[src/rtl/sirv_aon_keyed_pkg.sv]
// ---------------------------------------------------------------------------
// sirv_aon_keyed_pkg : shared encodings for the keyed AON config write path
// Rev 1.0
// ---------------------------------------------------------------------------
`default_nettype none

package sirv_aon_keyed_pkg;

  localparam logic [0:0] ST_LOCKED   = 1'b0;
  localparam logic [0:0] ST_UNLOCKED = 1'b1;

  localparam logic SEL_KEY = 1'b0;
  localparam logic SEL_CFG = 1'b1;

  localparam logic [31:0] DEFAULT_KEY = 32'h0051F15E;

  localparam int unsigned TMR_W = 8;

endpackage

`default_nettype wire

[src/rtl/sirv_aon_unlock_timer.sv]
// ---------------------------------------------------------------------------
// sirv_aon_unlock_timer : loadable down-counter that flags unlock expiry
// Rev 1.0
// ---------------------------------------------------------------------------
`default_nettype none

module sirv_aon_unlock_timer
  import sirv_aon_keyed_pkg::*;
(
  input  logic             clock,
  input  logic             reset,
  input  logic             load_i,
  input  logic             hold_i,
  input  logic [TMR_W-1:0] load_val_i,
  output logic             expire_o
);

  logic [TMR_W-1:0] tmr_q;
  logic [TMR_W-1:0] tmr_d;

  always_comb begin
    tmr_d = tmr_q;
    if (load_i) begin
      tmr_d = load_val_i;
    end else if (!hold_i && (tmr_q != '0)) begin
      tmr_d = tmr_q - TMR_W'(1);
    end
  end

  // Expiry is the 1->0 step of a free-running decrement only.
  assign expire_o = !load_i && !hold_i && (tmr_q == TMR_W'(1));

  always_ff @(posedge clock) begin
    if (reset) begin
      tmr_q <= '0;
    end else begin
      tmr_q <= tmr_d;
    end
  end

endmodule

`default_nettype wire

[src/rtl/sirv_aon_keyed_cfg_wr.sv]
// ---------------------------------------------------------------------------
// sirv_aon_keyed_cfg_wr : key-protected write front-end for an AON config vector
// Rev 1.0
// ---------------------------------------------------------------------------
`default_nettype none

module sirv_aon_keyed_cfg_wr
  import sirv_aon_keyed_pkg::*;
#(
  parameter int unsigned CFG_W     = 3,
  parameter logic [31:0] KEY       = DEFAULT_KEY,
  parameter int unsigned UNLOCK_TO = 15
) (
  input  logic             clock,
  input  logic             reset,
  input  logic             io_req_valid,
  output logic             io_req_ready,
  input  logic             io_req_write,
  input  logic             io_req_sel,
  input  logic [31:0]      io_req_wdata,
  output logic             io_resp_valid,
  output logic             io_resp_err,
  output logic [31:0]      io_resp_rdata,
  output logic [CFG_W-1:0] io_cfg_d,
  output logic             io_cfg_en,
  input  logic [CFG_W-1:0] io_cfg_q,
  output logic             io_unlocked
);

  localparam logic [TMR_W-1:0] UNLOCK_LOAD = TMR_W'(UNLOCK_TO);

  logic [0:0]       state_q, state_d;
  logic             resp_valid_q, resp_valid_d;
  logic             resp_err_q, resp_err_d;
  logic [31:0]      resp_rdata_q, resp_rdata_d;
  logic             cfg_en_q, cfg_en_d;
  logic [CFG_W-1:0] cfg_d_q, cfg_d_d;

  logic             accept;
  logic             wr;
  logic             key_ok;
  logic             unlocked;
  logic             tmr_load;
  logic             tmr_hold;
  logic [TMR_W-1:0] tmr_load_val;
  logic             tmr_expire;

  assign io_req_ready = ~resp_valid_q;
  assign accept       = io_req_valid & io_req_ready;
  assign wr           = accept & io_req_write;
  assign unlocked     = (state_q == ST_UNLOCKED);
  assign key_ok       = wr & (io_req_sel == SEL_KEY) & (io_req_wdata == KEY);

  // Any write while unlocked relocks (or re-keys), so it also restarts the timer.
  assign tmr_load     = key_ok | (wr & unlocked);
  assign tmr_load_val = key_ok ? UNLOCK_LOAD : '0;
  assign tmr_hold     = ~unlocked | wr;

  sirv_aon_unlock_timer u_timer (
    .clock      (clock),
    .reset      (reset),
    .load_i     (tmr_load),
    .hold_i     (tmr_hold),
    .load_val_i (tmr_load_val),
    .expire_o   (tmr_expire)
  );

  always_comb begin
    state_d      = state_q;
    resp_valid_d = accept;
    resp_err_d   = 1'b0;
    resp_rdata_d = '0;
    cfg_en_d     = 1'b0;
    cfg_d_d      = cfg_d_q;

    if (tmr_expire) begin
      state_d = ST_LOCKED;
    end

    if (accept) begin
      if (io_req_write) begin
        if (io_req_sel == SEL_KEY) begin
          if (key_ok) begin
            state_d = ST_UNLOCKED;
          end else begin
            state_d    = ST_LOCKED;
            resp_err_d = 1'b1;
          end
        end else if (unlocked) begin
          cfg_en_d = 1'b1;
          cfg_d_d  = io_req_wdata[CFG_W-1:0];
          state_d  = ST_LOCKED;
        end else begin
          resp_err_d = 1'b1;
        end
      end else if (io_req_sel == SEL_KEY) begin
        resp_rdata_d[0] = unlocked;
      end else begin
        resp_rdata_d[CFG_W-1:0] = io_cfg_q;
      end
    end
  end

  always_ff @(posedge clock) begin
    if (reset) begin
      state_q      <= ST_LOCKED;
      resp_valid_q <= 1'b0;
      resp_err_q   <= 1'b0;
      resp_rdata_q <= '0;
      cfg_en_q     <= 1'b0;
      cfg_d_q      <= '0;
    end else begin
      state_q      <= state_d;
      resp_valid_q <= resp_valid_d;
      resp_err_q   <= resp_err_d;
      resp_rdata_q <= resp_rdata_d;
      cfg_en_q     <= cfg_en_d;
      cfg_d_q      <= cfg_d_d;
    end
  end

  assign io_resp_valid = resp_valid_q;
  assign io_resp_err   = resp_err_q;
  assign io_resp_rdata = resp_rdata_q;
  assign io_cfg_en     = cfg_en_q;
  assign io_cfg_d      = cfg_d_q;
  assign io_unlocked   = unlocked;

endmodule

`default_nettype wire

[config.mk]
export PLATFORM = sky130hd
export DESIGN_NAME = sirv_aon_keyed_cfg_wr
export DESIGN_NICKNAME = d
export VERILOG_FILES = /design/src/rtl/sirv_aon_keyed_pkg.sv /design/src/rtl/sirv_aon_unlock_timer.sv /design/src/rtl/sirv_aon_keyed_cfg_wr.sv
export SDC_FILE = /design/constraint.sdc
export NUM_CORES = 1
export LEC_CHECK = 0
export ABC_AREA = 1
export BUFFER_PORTS_ARGS = -buffer_cell sky130_fd_sc_hd__buf_4
export CORE_ASPECT_RATIO = 0.9
export CORE_MARGIN = 3
export CORE_UTILIZATION = 25
export CTS_CLUSTER_DIAMETER = 150
export DETAILED_ROUTE_END_ITERATION = 10
export MAX_ROUTING_LAYER = met4
export RECOVER_POWER = 25
export SLEW_MARGIN = 20
export SYNTH_ARGS = -nofsm -noshare
export SYNTH_HDL_FRONTEND = slang
export SYNTH_SLANG_ARGS = --single-unit
[constraint.sdc]
create_clock -name clock -period 1.39 [get_ports clock]
set_input_delay 0.2085 -clock clock [delete_from_list [all_inputs] [get_ports clock]]
set_output_delay 0.2085 -clock clock [all_outputs]
set_load 0.02 [all_outputs]
* Word level (Yosys, flattened, before mapping)
Cells that the tools add are included.
Storage, ports and cells: register bits after elaboration 47, output and inout bits 40, logic and storage cells 50
Operators by class: $add $sub $neg 1, eq/ne operators 2, multiplexer cells 14, bitwise operators 12, reductions and logical operators 12
Operators with widths (number):
- equality test 32 x 23 -> 1 bit, second input constant | 1
- two-way mux 8 bit | 2
- two-way mux 1 bit | 11
- equality test 8 x 1 -> 1 bit, second input constant | 1
- nonzero test 8 bit | 1
- OR reduction 4 bit | 2
- subtractor 8 x 1 -> 8 bit, second input constant | 1
- OR reduction 3 bit | 2
- bitwise AND 1 bit | 5
- inverter 1 bit | 5
- two-way mux 4 bit | 1
- AND reduction 4 bit | 1
- logical AND 1 bit | 3
- zero test 1 bit | 2
- bitwise OR 1 bit | 2
- nonzero test 2 bit | 1

* Logic depth before layout (Yosys ltp)
Gate-level depths: netlist (run 1).
depth after elaboration 14, gate-level depth with buffers 11, gate-level depth less buffers 11

* Hierarchy
A second synthesis (run 1) with hierarchy kept.
Second synthesis, totals: cells, all modules 238, area total of the unflattened synthesis 1466.4 um^2
Modules (own cells, without submodules):
- sirv_aon_keyed_cfg_wr | instances 1, cells each 136, area an instance 850.8 um^2, seq. area each 200.2 um^2
- sirv_aon_unlock_timer | instances 1, cells each 102, area an instance 615.6 um^2, seq. area each 160.2 um^2

* Worst setup path after synthesis (run 1)
Ideal clock, no wire load.
path type register to register, start point reg resp_valid_q (netlist: io_resp_valid), end point reg u_timer.tmr_q[2], library setup time 0.109 ns, data arrival time 1.261 ns, data required time 1.281 ns, path slack 0.021 ns, stages on the path, launching flop included 11, path buffers 1, clock period less this slack 1.369 ns, cells stage by stage dfxtp_1 -> inv_1 -> nand3_2 -> inv_2 -> nand2_1 -> clkbuf_8 -> nand2_2 -> nor2_2 -> nand2_1 -> nand2_1 -> inv_1
Between the ends: longest elaborated chain between the ends 7
RTL lines:
- start, declared | line sirv_aon_keyed_cfg_wr.sv:33 | logic resp_valid_q, resp_valid_d;
- start signal, assigned | line sirv_aon_keyed_cfg_wr.sv:114 | resp_valid_q <= resp_valid_d;
- inverter 1 bit (*) | line sirv_aon_keyed_cfg_wr.sv:48 | assign io_req_ready = ~resp_valid_q;
- via io_req_ready | line sirv_aon_keyed_cfg_wr.sv:17 | output logic io_req_ready,
- bitwise AND 1 bit (*) | line sirv_aon_keyed_cfg_wr.sv:49 | assign accept = io_req_valid & io_req_ready;
- bitwise AND 1 bit (*) | line sirv_aon_keyed_cfg_wr.sv:50 | assign wr = accept & io_req_write;
- bitwise AND 1 bit / bitwise OR 1 bit (equally long branches) | line sirv_aon_keyed_cfg_wr.sv:52, sirv_aon_keyed_cfg_wr.sv:57
- bitwise AND 1 bit / zero test 1 bit (equally long branches) | line sirv_aon_keyed_cfg_wr.sv:52, sirv_aon_unlock_timer.sv:25
- two-way mux 4 bit (tied with other cells) | line sirv_aon_keyed_cfg_wr.sv:56 | assign tmr_load_val = key_ok ? UNLOCK_LOAD : '0;
- two-way mux 8 bit / nonzero test 2 bit (equally long branches)
- end signal, assigned | line sirv_aon_unlock_timer.sv:37 | tmr_q <= tmr_d;
- end, declared | line sirv_aon_unlock_timer.sv:18 | logic [TMR_W-1:0] tmr_q;
Mark *: on every way through the listed nets, which the timed path passes. The rest lies on a longest branch. A chain may end at the register's enable or synchronous reset.

* Worst setup path after layout (run 1)
start point reg u_timer.tmr_q[3], end point reg u_timer.tmr_q[7]
Between the ends: longest elaborated chain between the ends 3
RTL lines:
- subtractor 8 x 1 -> 8 bit / nonzero test 8 bit (equally long branches) | line sirv_aon_unlock_timer.sv:26, sirv_aon_unlock_timer.sv:25
- two-way mux 8 bit / logical AND 1 bit (equally long branches) | line sirv_aon_unlock_timer.sv:25 | end else if (!hold_i && (tmr_q != '0)) begin
- two-way mux 8 bit / nonzero test 2 bit (equally long branches)
Parallel ways exist; a longest one is shown, timed or not. The select of a mux whose other input is x is not followed.

==> impl_metrics.ini, run 1 <==
[run_status]
status = complete, no violations

[worst_setup_path]
critPathArrivalTime_ps = 1550
cp_max_fo = 4
cp_common_cell = nor2_1
rrSetupSlack_ps = 30
r2r_cells = 7
start_kind = register
slowest_delay_ps = 350
end_kind = register
worstPathCellList = nor2_1 -> nand2_1 -> nor2_1 -> nor2_1 -> nor2_1 -> nand4_1 -> a21oi_1
critical-path-slowest-cell = dfxtp_1
setup.worst_path.class = register to register
reg2reg_from = u_timer.tmr_q[3]
cp.required_ps = 1580
rr_endpoint = u_timer.tmr_q[7]

[clock_tree]
cts_buffers = 3
cts_hold_buf = 0
cts_tree = done
ctsHtreeMaxLevel = 1
cts.path.max_buffers = 2
clock_latency_ps = 260
clkTransAtPathRegs_ps = 70
numClockSinks = 18
clockRootBuffer = clkbuf_8

[timing]
max_freq_mhz = 736.2
fin_skew_ps = 4.354
setup_viol = 0
holdWs_ps = 159.1
hold_viol_final = 0
maxSlewViolCount = 0
post-route-min-period_ps = 1358
finalCritPeriodShare_pct = 97.73

[global_route]
grt_usage_pct = 10.18
overflow = 0
grt_pass1_vias = 1246
grt_max_degree = 11
grt_pass1_wl_um = 5402
antenna_found_initial = 0

[die]
core_area_mm2 = 0.005443
row_count = 25
io_pins = 80
die_h_um = 78.26
start_util_pct = 26.64
die-area_mm2 = 0.006752
die_w_um = 86.28

[yosys]
synth_top_area_share_pct = 24.85
yosys.area.top_type = dfxtp_1
synth_area_per_cell_um2 = 6.562
synth_edf_count = 0
async_flop_share_pct = 0
ys_seq_area_share_pct = 24.85
postSynthCellCount = 221
synth_ff_type = dfxtp_1
synth.distinct_cells = 26
yosys_warnings = 0
synthesis.area_mm2 = 0.001450
synth_area_leaders = dfxtp_1 (25%), buf_4 (15%), nor2_1 (9.8%)
ys_ff_latch = 18

[placement]
gp_congestion = 0.8854
place_hpwl_um = 2863
placed_area_mm2 = 0.001794
numPortBuffers = 50

[hold_path]
hp-class = input pin to register
hold_start = io_req_write
hold-path-endpoint = io_resp_rdata[2]
holdPathStages = 2

[final_layout]
final_common_cell = buf_4
fillerInstances = 618
drive_gt1_share_pct = 28.06
fin_nets = 322
mostFrequentLayoutCells = buf_4 (49), nor2_1 (36), inv_1 (35), nand2_1 (33), conb_1 (29)
regArea_um2 = 365.4
multi_input_area_um2 = 824.5
area_growth_pct = 30.03
antenna_cells = 0
finalInstanceArea_mm2 = 0.001886

[detailed_routing]
drtIter0Drc = 49
routed_via_density = 4.035
dr.pass1.iters = 4
num_vias = 1392
ant_nets = 0
wl_per_cell_um = 10.18
drc = 0
wirelength_um = 3512

[power]
vdd_drop_max_mv = 0.3846
p_leak_nw = 0.9686
power_density_mw_per_mm2 = 632.5

[flow_run]
max_cap_violations = 0
==> synthesized netlist by cell type, drive strengths merged, types with 3 or more instances <==
cell type  instances
a21oi              8
buf               30
dfxtp             18
ha                 3
inv               40
nand2             36
nand3              9
nand4             14
nor2              43
nor3               5
o21ai              7
xor2               3
==> registers in the layout, summed over array words and instances, names as in the netlist <==
signal and flops:
u_timer.tmr_q 8, io_cfg_d 3, io_resp_rdata 3, io_cfg_en 1, io_resp_err 1, io_resp_valid 1
io_unlocked 1
==> timing repair <==
action	4_1_cts	5_1_grt
resized for setup	0	13
buffers inserted	0	3
setup endpoints to repair	0	8
==> logic make-up (layout without fill, tap and decap cells) <==
family	Yosys count	after routing	share of synthesized area, %
AND/OR/NAND/NOR	110	110	37.45
buffers and inverters	71	100	27.09
flip-flops	18	18	24.85
AO/OA/AOI/OAI	15	15	5.953
adder cells (fa/ha/maj)	3	3	2.589
XOR/XNOR	3	3	1.812
other	1	29	0.2586
==> power by group <==
group          total (mW)  switching, mW  internal, mW
clock               0.434          0.182         0.252
combinational       0.239          0.147        0.0927
sequential          0.519        0.00130         0.518
==> per-stage QoR <==
| stage | setup TNS (ps) | std cells | util (%) | worst slack, ps | total power [mW] |
|---|---|---|---|---|---|
| 2_1_floorplan | 0 | 249 | - | 20.71 | 0.7249 |
| 3_3_place_gp | 0 | 338 | 32.97 | 83.32 | 0.7734 |
| 3_5_place_dp | 0 | 338 | 32.97 | 46.57 | 0.7753 |
| 4_1_cts | 0 | 342 | 33.98 | 30.12 | 1.215 |
| 5_1_grt | -53.71 | 345 | 34.64 | -36.44 | 1.250 |
| 6_report | 0 | 345 | 34.64 | 31.61 | 1.193 |
==> layout make-up <==
class                      instances  area share, %
clock buffer                       4          2.920
inverter                          40          8.228
tap                               67          4.446
timing repair buffer              56          21.30
multi-input combinational        160          43.73
sequential                        18          19.38
==> worst max-delay path, delay by kind of cell (launching register included) <==
family | cells | cell delay, ps
flops | 1 | 350
compound gates | 1 | 170
simple gates | 6 | 780
==> per-layer routing <==
layer	wire length, µm	vias up	track usage (%)	share of wire [%]
li1	-	742	-	-
met1	1624	595	13.61	46
met2	1577	48	14.64	45
met3	240	7	2.833	6.8
met4	70	0	3.583	2.0
met5	0	-	-	0
==> worst max-delay path by stage <==
stage	start	to	slack, ps	cells after the start
4_1_cts	u_timer.tmr_q[0]	u_timer.tmr_q[2]	30	9
6_report	u_timer.tmr_q[3]	u_timer.tmr_q[7]	30	7
3_5_place_dp	u_timer.tmr_q[0]	u_timer.tmr_q[2]	50	9
3_3_place_gp	u_timer.tmr_q[0]	u_timer.tmr_q[2]	80	9
2_1_floorplan	io_resp_valid	u_timer.tmr_q[2]	20	10
5_1_grt	u_timer.tmr_q[3]	u_timer.tmr_q[7]	-40	7
(Power assumes the default switching activity.)
==> run 2, diff against run 1 <==
==> constraint.sdc (replaced) <==
create_clock -name clock -period 1.5 [get_ports clock]
set_input_delay 0.225 -clock clock [delete_from_list [all_inputs] [get_ports clock]]
set_output_delay 0.225 -clock clock [all_outputs]
set_load 0.02 [all_outputs]
==> run 2 against run 1 <==
Net effect: non-clock buffer count decreased by 5; critical path type unchanged; clock-buffer cell count unchanged; first-iteration DRC count decreased by 6.1%; maximum frequency increased by 0.50%; critical path depth increased by 2.
==> impl_metrics.ini, run 2 (synthesis gave the netlist of run 1 again) <==
[global_route]
grt_pass1_wl_um = 5437
overflow = 0
grt_max_degree = 11
grt_pass1_vias = 1240
antenna_found_initial = 0
grt_usage_pct = 9.996

[final_layout]
largest_reg_flops = 8
fin_nets = 317
antenna_cells = 0
final_common_cell = buf_4
area_growth_pct = 25.45
mostFrequentLayoutCells = buf_4 (46), nor2_1 (38), inv_1 (36), nand2_1 (33), conb_1 (29)
fillerInstances = 595
largest_register = u_timer.tmr_q
drive_gt1_share_pct = 25.64
utilization_pct = 33.43

[die]
die_w_um = 86.28
row_count = 25
die-area_mm2 = 0.006752
core_area_mm2 = 0.005443
start_util_pct = 26.64
io_pins = 80
die_h_um = 78.26

[clock_tree]
numClockSinks = 18
clock_latency_ps = 260
clockRootBuffer = clkbuf_8
cts.path.max_buffers = 2
ctsHtreeMaxLevel = 1
cts_buffers = 3
cts_tree = done
clkTransAtPathRegs_ps = 70
post_cts_buffers = 0

[timing]
rsz0062_at_grt = no
fin_skew_ps = 3.409
hold_viol_final = 0
post-route-min-period_ps = 1352
finalCritPeriodShare_pct = 90.11
setup_viol = 0
max_freq_mhz = 739.8
maxSlewViolCount = 0
fin_tns_setup_ps = 0

[worst_setup_path]
critPathArrivalTime_ps = 1510
cp_max_fo = 10
cp.required_ps = 1660
setup.worst_path.class = register to register
start_kind = register
end_kind = register

[detailed_routing]
dr.pass1.iters = 4
num_vias = 1339
wl_per_cell_um = 9.715
drtIter0Drc = 46
wirelength_um = 3303
ant_nets = 0
routed_via_density = 3.938
drc = 0

[placement]
place_hpwl_um = 2784
numPortBuffers = 50
gp_congestion = 0.8588

[hold_path]
hp-class = input pin to register

[power]
vdd_drop_max_mv = 0.2976
power_density_mw_per_mm2 = 608.8
p_leak_nw = 0.9379
power.total_mw = 1.108

[flow_run]
max_cap_violations = 0

[run_status]
status = complete, no violations
==> run 2: path summary, 6_finish.rpt <==
kind	from	end	slack, ps	depth (start not counted)
min reg2reg	u_timer.tmr_q[1]	u_timer.tmr_q[1]	520	2
max reg2reg	u_timer.tmr_q[1]	u_timer.tmr_q[2]	150	9
max	u_timer.tmr_q[1]	u_timer.tmr_q[2]	150	9
min	io_req_write	io_resp_rdata[2]	170	2
==> run 2: per-stage QoR <==
step                instances  hold WS [ps]  setup slack, ps  area [µm²]
CTS                       340         165.3            97.78        1834
global placement          336         439.5            152.8        1779
global route              340         168.0            3.001        1819
detailed placement        336         442.8            105.9        1779
finish                    340         167.1            148.4        1819
floorplan                 249         301.6            130.7        1555
==> run 2: report_power, final <==
group / internal, mW / switching, mW / leakage, nW / total, mW
Clock: 0.233 / 0.168 / 0.0288 / 0.402
Sequential: 0.481 / 0.00129 / 0.146 / 0.483
Combinational: 0.0872 / 0.136 / 0.763 / 0.223
==> run 2: worst max-delay path: stages, from the launching register on <==
cell and delay (ps):
dfxtp_1 330, inv_1 100, ha_1 150, nand4_1 140, nand2_4 160, inv_2 70
nor2_2 140, nand2_1 70, nand2_1 60, inv_1 30
==> run 2: final cells by class <==
| type | instances | area [µm²] | area share [%] |
|---|---|---|---|
| clock buffers | 4 | 55.05 | 3.026 |
| repair buffers | 51 | 364.1 | 20.01 |
| inverters | 40 | 150.1 | 8.253 |
| flip-flops and latches | 18 | 361.6 | 19.88 |
| multi-input cells | 160 | 804.5 | 44.22 |
| well taps | 67 | 83.83 | 4.608 |
==> run 2: routing by layer <==
layer / wire [µm] / track usage [%] / vias up
met3: 271 / 2.623 / 2
met5: 0 / - / -
met1: 1580 / 13.53 / 549
met4: 19 / 1.869 / 0
li1: - / - / 736
met2: 1431 / 15.10 / 52
==> run 2: repair_timing <==
| item | 4_1_cts | 5_1_grt |
|---|---|---|
| hold buffers | 0 | 0 |
| gates resized for setup | 0 | 3 |
| setup endpoints to repair | 0 | 2 |
